[src/rtl/apb2axi_pkg.sv]
// Shared AXI widths, response codes and engine state encodings for the apb2axi
// response generator slice.
package apb2axi_pkg;

   localparam int TAG_W          = 4;
   localparam int AXI_ADDR_W     = 32;
   localparam int AXI_DATA_W     = 64;
   localparam int AXI_BYTES      = AXI_DATA_W / 8;
   localparam int WORDS_PER_BEAT = AXI_DATA_W / 32;

   typedef enum logic [1:0] {
      OKAY   = 2'b00,
      EXOKAY = 2'b01,
      SLVERR = 2'b10,
      DECERR = 2'b11
   } axi_resp_e;

   typedef enum logic [1:0] {
      R_IDLE,
      R_WAIT,
      R_DATA
   } rd_state_e;

   typedef enum logic [1:0] {
      W_IDLE,
      W_DATA,
      W_RESP
   } wr_state_e;

   // Synthetic read word for a beat: base address advanced by one bus width per beat.
   function automatic logic [31:0] beat_word(input logic [31:0] base, input logic [7:0] beat);
      return base + 32'(beat) * 32'(AXI_BYTES);
   endfunction

endpackage

[src/rtl/apb2axi_axi_rsp_gen.sv]
// AXI slave responder: returns address-pattern read data after a fixed latency and
// acknowledges write bursts, with optional response-code error injection.
module apb2axi_axi_rsp_gen
   import apb2axi_pkg::*;
#(
   parameter int RD_LAT = 2
)
(
   input  logic                  aclk,
   input  logic                  aresetn,
   input  logic [TAG_W-1:0]      arid,
   input  logic [AXI_ADDR_W-1:0] araddr,
   input  logic [7:0]            arlen,
   input  logic                  arvalid,
   output logic                  arready,
   input  logic [TAG_W-1:0]      awid,
   input  logic [AXI_ADDR_W-1:0] awaddr,
   input  logic [7:0]            awlen,
   input  logic                  awvalid,
   output logic                  awready,
   input  logic [AXI_DATA_W-1:0] wdata,
   input  logic                  wlast,
   input  logic                  wvalid,
   output logic                  wready,
   output logic [TAG_W-1:0]      rid,
   output logic [AXI_DATA_W-1:0] rdata,
   output axi_resp_e             rresp,
   output logic                  rlast,
   output logic                  rvalid,
   input  logic                  rready,
   output logic [TAG_W-1:0]      bid,
   output axi_resp_e             bresp,
   output logic                  bvalid,
   input  logic                  bready,
   input  logic                  cfg_err_en,
   input  logic [7:0]            cfg_err_beat,
   input  axi_resp_e             cfg_err_resp
);

   rd_state_e             r_state_reg, r_state_next;
   logic [3:0]            r_wait_reg, r_wait_next;
   logic [7:0]            r_beat_reg, r_beat_next;
   logic [TAG_W-1:0]      r_id_reg, r_id_next;
   logic [AXI_ADDR_W-1:0] r_addr_reg, r_addr_next;
   logic [7:0]            r_len_reg, r_len_next;
   logic [31:0]           r_word;

   wr_state_e             w_state_reg, w_state_next;
   logic [7:0]            w_beat_reg, w_beat_next;
   logic [TAG_W-1:0]      w_id_reg, w_id_next;
   logic [7:0]            w_len_reg, w_len_next;
   axi_resp_e             b_resp_reg, b_resp_next;

   // Write address and payload are accepted but never stored.
   logic                  unused_inputs;
   assign unused_inputs = ^{awaddr, wdata};

   // ---------------- read engine ----------------
   always_ff @(posedge aclk) begin
      if (!aresetn) begin
         r_state_reg <= R_IDLE;
         r_wait_reg  <= '0;
         r_beat_reg  <= '0;
         r_id_reg    <= '0;
         r_addr_reg  <= '0;
         r_len_reg   <= '0;
      end else begin
         r_state_reg <= r_state_next;
         r_wait_reg  <= r_wait_next;
         r_beat_reg  <= r_beat_next;
         r_id_reg    <= r_id_next;
         r_addr_reg  <= r_addr_next;
         r_len_reg   <= r_len_next;
      end
   end

   always_comb begin
      r_state_next = r_state_reg;
      r_wait_next  = r_wait_reg;
      r_beat_next  = r_beat_reg;
      r_id_next    = r_id_reg;
      r_addr_next  = r_addr_reg;
      r_len_next   = r_len_reg;
      case (r_state_reg)
         R_IDLE: begin
            if (arvalid) begin
               r_id_next    = arid;
               r_addr_next  = araddr;
               r_len_next   = arlen;
               r_beat_next  = '0;
               r_wait_next  = '0;
               r_state_next = R_WAIT;
            end
         end
         R_WAIT: begin
            // The handshake cycle itself counts as the first latency cycle.
            if (r_wait_reg == 4'(RD_LAT - 1)) begin
               r_state_next = R_DATA;
            end else begin
               r_wait_next = r_wait_reg + 4'd1;
            end
         end
         R_DATA: begin
            if (rready) begin
               if (r_beat_reg == r_len_reg) begin
                  r_state_next = R_IDLE;
               end else begin
                  r_beat_next = r_beat_reg + 8'd1;
               end
            end
         end
         default: r_state_next = R_IDLE;
      endcase
   end

   assign arready = (r_state_reg == R_IDLE);
   assign rvalid  = (r_state_reg == R_DATA);
   assign rid     = r_id_reg;
   assign rlast   = rvalid && (r_beat_reg == r_len_reg);
   assign rresp   = (rvalid && cfg_err_en && (r_beat_reg == cfg_err_beat)) ? cfg_err_resp : OKAY;
   assign r_word  = beat_word(r_addr_reg[31:0], r_beat_reg);

   genvar gi;
   generate
      for (gi = 0; gi < WORDS_PER_BEAT; gi++) begin : g_lane
         assign rdata[gi*32 +: 32] = r_word;
      end
   endgenerate

   // ---------------- write engine ----------------
   always_ff @(posedge aclk) begin
      if (!aresetn) begin
         w_state_reg <= W_IDLE;
         w_beat_reg  <= '0;
         w_id_reg    <= '0;
         w_len_reg   <= '0;
         b_resp_reg  <= OKAY;
      end else begin
         w_state_reg <= w_state_next;
         w_beat_reg  <= w_beat_next;
         w_id_reg    <= w_id_next;
         w_len_reg   <= w_len_next;
         b_resp_reg  <= b_resp_next;
      end
   end

   always_comb begin
      w_state_next = w_state_reg;
      w_beat_next  = w_beat_reg;
      w_id_next    = w_id_reg;
      w_len_next   = w_len_reg;
      b_resp_next  = b_resp_reg;
      case (w_state_reg)
         W_IDLE: begin
            if (awvalid) begin
               w_id_next    = awid;
               w_len_next   = awlen;
               w_beat_next  = '0;
               w_state_next = W_DATA;
            end
         end
         W_DATA: begin
            if (wvalid) begin
               w_beat_next = w_beat_reg + 8'd1;
               if (wlast || (w_beat_reg == w_len_reg)) begin
                  w_state_next = W_RESP;
                  // A burst is well formed only when wlast lands exactly on beat awlen.
                  if (wlast != (w_beat_reg == w_len_reg)) begin
                     b_resp_next = SLVERR;
                  end else if (cfg_err_en) begin
                     b_resp_next = cfg_err_resp;
                  end else begin
                     b_resp_next = OKAY;
                  end
               end
            end
         end
         W_RESP: begin
            if (bready) begin
               w_state_next = W_IDLE;
            end
         end
         default: w_state_next = W_IDLE;
      endcase
   end

   assign awready = (w_state_reg == W_IDLE);
   assign wready  = (w_state_reg == W_DATA);
   assign bvalid  = (w_state_reg == W_RESP);
   assign bid     = w_id_reg;
   assign bresp   = b_resp_reg;

endmodule

[config.mk]
export PLATFORM = sky130hd
export DESIGN_NAME = apb2axi_axi_rsp_gen
export DESIGN_NICKNAME = d
export VERILOG_FILES = /design/src/rtl/apb2axi_pkg.sv /design/src/rtl/apb2axi_axi_rsp_gen.sv
export SDC_FILE = /design/constraint.sdc
export NUM_CORES = 1
export LEC_CHECK = 0
export BUFFER_PORTS_ARGS = -buffer_cell sky130_fd_sc_hd__buf_2
export CAP_MARGIN = 20
export CORE_MARGIN = 2
export CORE_UTILIZATION = 35
export DETAILED_ROUTE_END_ITERATION = 7
export SYNTH_ARGS = -nofsm -noshare
export SYNTH_HDL_FRONTEND = slang
export SYNTH_SLANG_ARGS = --single-unit
[constraint.sdc]
create_clock -name aclk -period 2.7 [get_ports aclk]
set_input_delay 0 -clock aclk [delete_from_list [all_inputs] [get_ports aclk]]
set_output_delay 0 -clock aclk [all_outputs]
set_load 0.01 [all_outputs]
==> metrics.txt <==
outcome=complete, no violations; asr flop ratio synth=0%; total gr overflow=0; period utilization=95.3%; switching fraction of total power=27.2%; Pint=2.32 mW; largest net degree at the start of global routing=41; drt wl/cell=13.5 um; first-pass GRT wire length=20.2 mm; CP arrival=2.57 ns; Gate Count Post-Synth=584; Reg2Reg Depth=8; CP Launch Type=flip-flop; number of global-route vias before repair=4,321; PnR worst setup slack=0.127 ns; Synth Net Count=769; Post-Synthesis Cell Area=4790 um2; final setup violation count=0; H-tree Lvls=3; Yosys top cell by area=dfxtp_1; post-route ant nets=0; setup slack at placement=0.286 ns; Netlist cell types=60; max FFs per register=32; Clock Latency Late Sink=0.34 ns; total die area=14,600 um2; final instance count without filler cells=946; worst vdd ir=0.420 mV; setup TNS=0 ns; Min-Delay Path Depth=4; Total GRT Usage=17.3%; drt initial violations=232; Total Routed Length=12.8 mm; NetSw=0.868 mW; CP required=2.70 ns; Pwr Density=490 nW/um2; Yosys warning count=0; CTS max path bufs=2; max-cap viol count=0; Core ar.=13,300 um2; Die Ht=121 um; Design Area, Final=6510 um2; Worst Tran Pin Value=0.663 ns; RR Startpoint=w_len_reg[7]; clock-pin slew on the worst setup and hold paths=0.06 ns; P_leak=2.89 nW; EDFF count, synth=0; IO Port Bufs=156; FP Rows=42; Hold Crit Class=input pin to flip-flop; Top Ports=253; flops & latches, synth=82; crit-path max FO=5; fmax=389 MHz; slowest stage delay, CP=0.45 ns; Area after DPL=5510 um2; Cell Chain, Critical Path=ha_1 > a21oi_1 > nand4b_1 > a211o_4 > a2111oi_4 > xor2_1 > buf_2; CP bufs+invs=1; Final min period=2.57 ns; drt pass-1 iters=4; Die Wd=121 um; final-report hold violation count=0; placed instance count=866; Total Power=3.19 mW; skew final=0.00571 ns; share of the synthesized area in the top cell type=34.3%; Residual DRC=0; synthesized area per cell=8.20 um2; sequential-to-total area share from yosys stat=34.3%; Critical Path Source=r_beat_reg[1]; top cells by area, synth=dfxtp_1, nand2_1, a21boi_0, xor2_1, buf_4; CTS tree=yes; clock root buffer=clkbuf_16; normalized max-slew margin=55.8%; Num CTS Buffers=9; min-delay src=cfg_err_resp[1]; Detail Placement HPWL=8.71 mm; max-slew violations=0; reg2reg setup slack=0.30 ns; Post-layout nets=950; CP Capture Type=output port; number of inserted diodes=0; GP Congestion=0.823; Comb power frac=18.0%; Synth Flop Type=dfxtp_1; worst r2r dst=bresp[0]; initial antenna violation count=0; initial core utilization=36.0%; CP max stage cell=a211o_4; unrepaired setup endpoints after global routing=false; Seq pwr share=41.9%; share of post-route cells with drive strength above 1=26.8%; Clock power frac=40.2%; Worst Setup Path Type=flip-flop to output port; DR vias=4,534; Num Clock Sinks=82; Hold EP=bresp[1]; vias per inst=4.79; Synth-to-Final Area Change=35.9%; delay-heaviest family, CP=compound AO/OA/AOI/OAI gates
[tightest hold or removal path: cells and delay by family]
kind | cells | cell delay (ns)
compound gates | 2 | 0.20
buf+inv | 1 | 0.09
simple gates | 1 | 0.06
[logic make-up after synthesis]
| family | Yosys count | share of synthesized area, % |
|---|---|---|
| xor+xnor | 57 | 10.4 |
| compound gates | 115 | 18.8 |
| fa+ha+maj | 14 | 3.81 |
| buf+inv | 71 | 8.65 |
| flops | 82 | 34.3 |
| simple gates | 241 | 23.2 |
| mux | 4 | 0.862 |
[how the worst max path moves through the flow]
stage | to | cells after the start
after floorplan | rdata[58] | 8
after global placement | rdata[56] | 6
after detailed placement | rdata[56] | 6
after CTS | rdata[51] | 8
after global routing | rdata[54] | 7
final | rdata[24] | 7
[layer usage]
layer | share of wire [%] | vias up | GRT usage [%]
met3 | 5.7 | 14 | 4.75
met5 | 0 | - | 0
met2 | 47 | 148 | 29.6
met4 | 1.4 | 0 | 4.87
met1 | 46 | 2059 | 21.1
li1 | - | 2313 | -
[cell usage in the layout (no fill, tap or decap), types with 13 or more instances in the layout]
cell           netlist  layout
nor2_1              25      25
dlygate4sd3_1        0      62
dfxtp_1             82      81
xnor2_1             26      26
xor2_1              31      31
nand2_1            140     139
a21boi_0            53      53
buf_4               35      13
nand3_1             13      13
buf_2                7     156
[power by group through the flow]
stage | sequential [mW] | combinational, mW | clock, mW
floorplan | 1.35 | 0.357 | 0
global placement | 1.36 | 0.497 | 0
finish | 1.33 | 0.574 | 1.28
CTS | 1.33 | 0.576 | 1.33
global route | 1.35 | 0.638 | 1.38
detailed placement | 1.36 | 0.507 | 0
[final cells by class]
cell class,instances,area (um2)
clock buffer,11,253
clock inverter,5,60.1
fill,1292,6790
inverter,9,33.8
multi-input combinational,432,2800
sequential,82,1640
tap,176,220
timing repair buffer,231,1500
[through the flow]
step / hold WS (ns) / utilization, %
after floorplan: 0.135 / -
after CTS: 0.0135 / 48.5
after global routing: 0.0391 / 49.0
after global placement: 0.242 / 41.4
after detailed placement: 0.246 / 41.4
final: 0.0330 / 49.0
[repair_timing]
item,4_1_cts,5_1_grt
setup endpoints to repair,10,28
resized for setup,2,7
setup buffers,0,1
hold endpoints to repair,61,0
cloned,0,1
hold buffers,62,0
pin swaps,0,3
[synth_stat cells, types with 6 or more instances]
| cell type | instances |
|---|---|
| nand2_1 | 140 |
| dfxtp_1 | 82 |
| a21boi_0 | 53 |
| buf_4 | 35 |
| xor2_1 | 31 |
| xnor2_1 | 26 |
| nor2_1 | 25 |
| clkbuf_1 | 18 |
| ha_1 | 13 |
| nand3_1 | 13 |
| a21oi_1 | 12 |
| nand4_1 | 12 |
| inv_1 | 9 |
| a21boi_1 | 8 |
| and2_1 | 7 |
| buf_2 | 7 |
| nor2b_1 | 7 |
| o21ai_0 | 7 |
| nor3_1 | 6 |
Power figures use the tool's default switching activity.
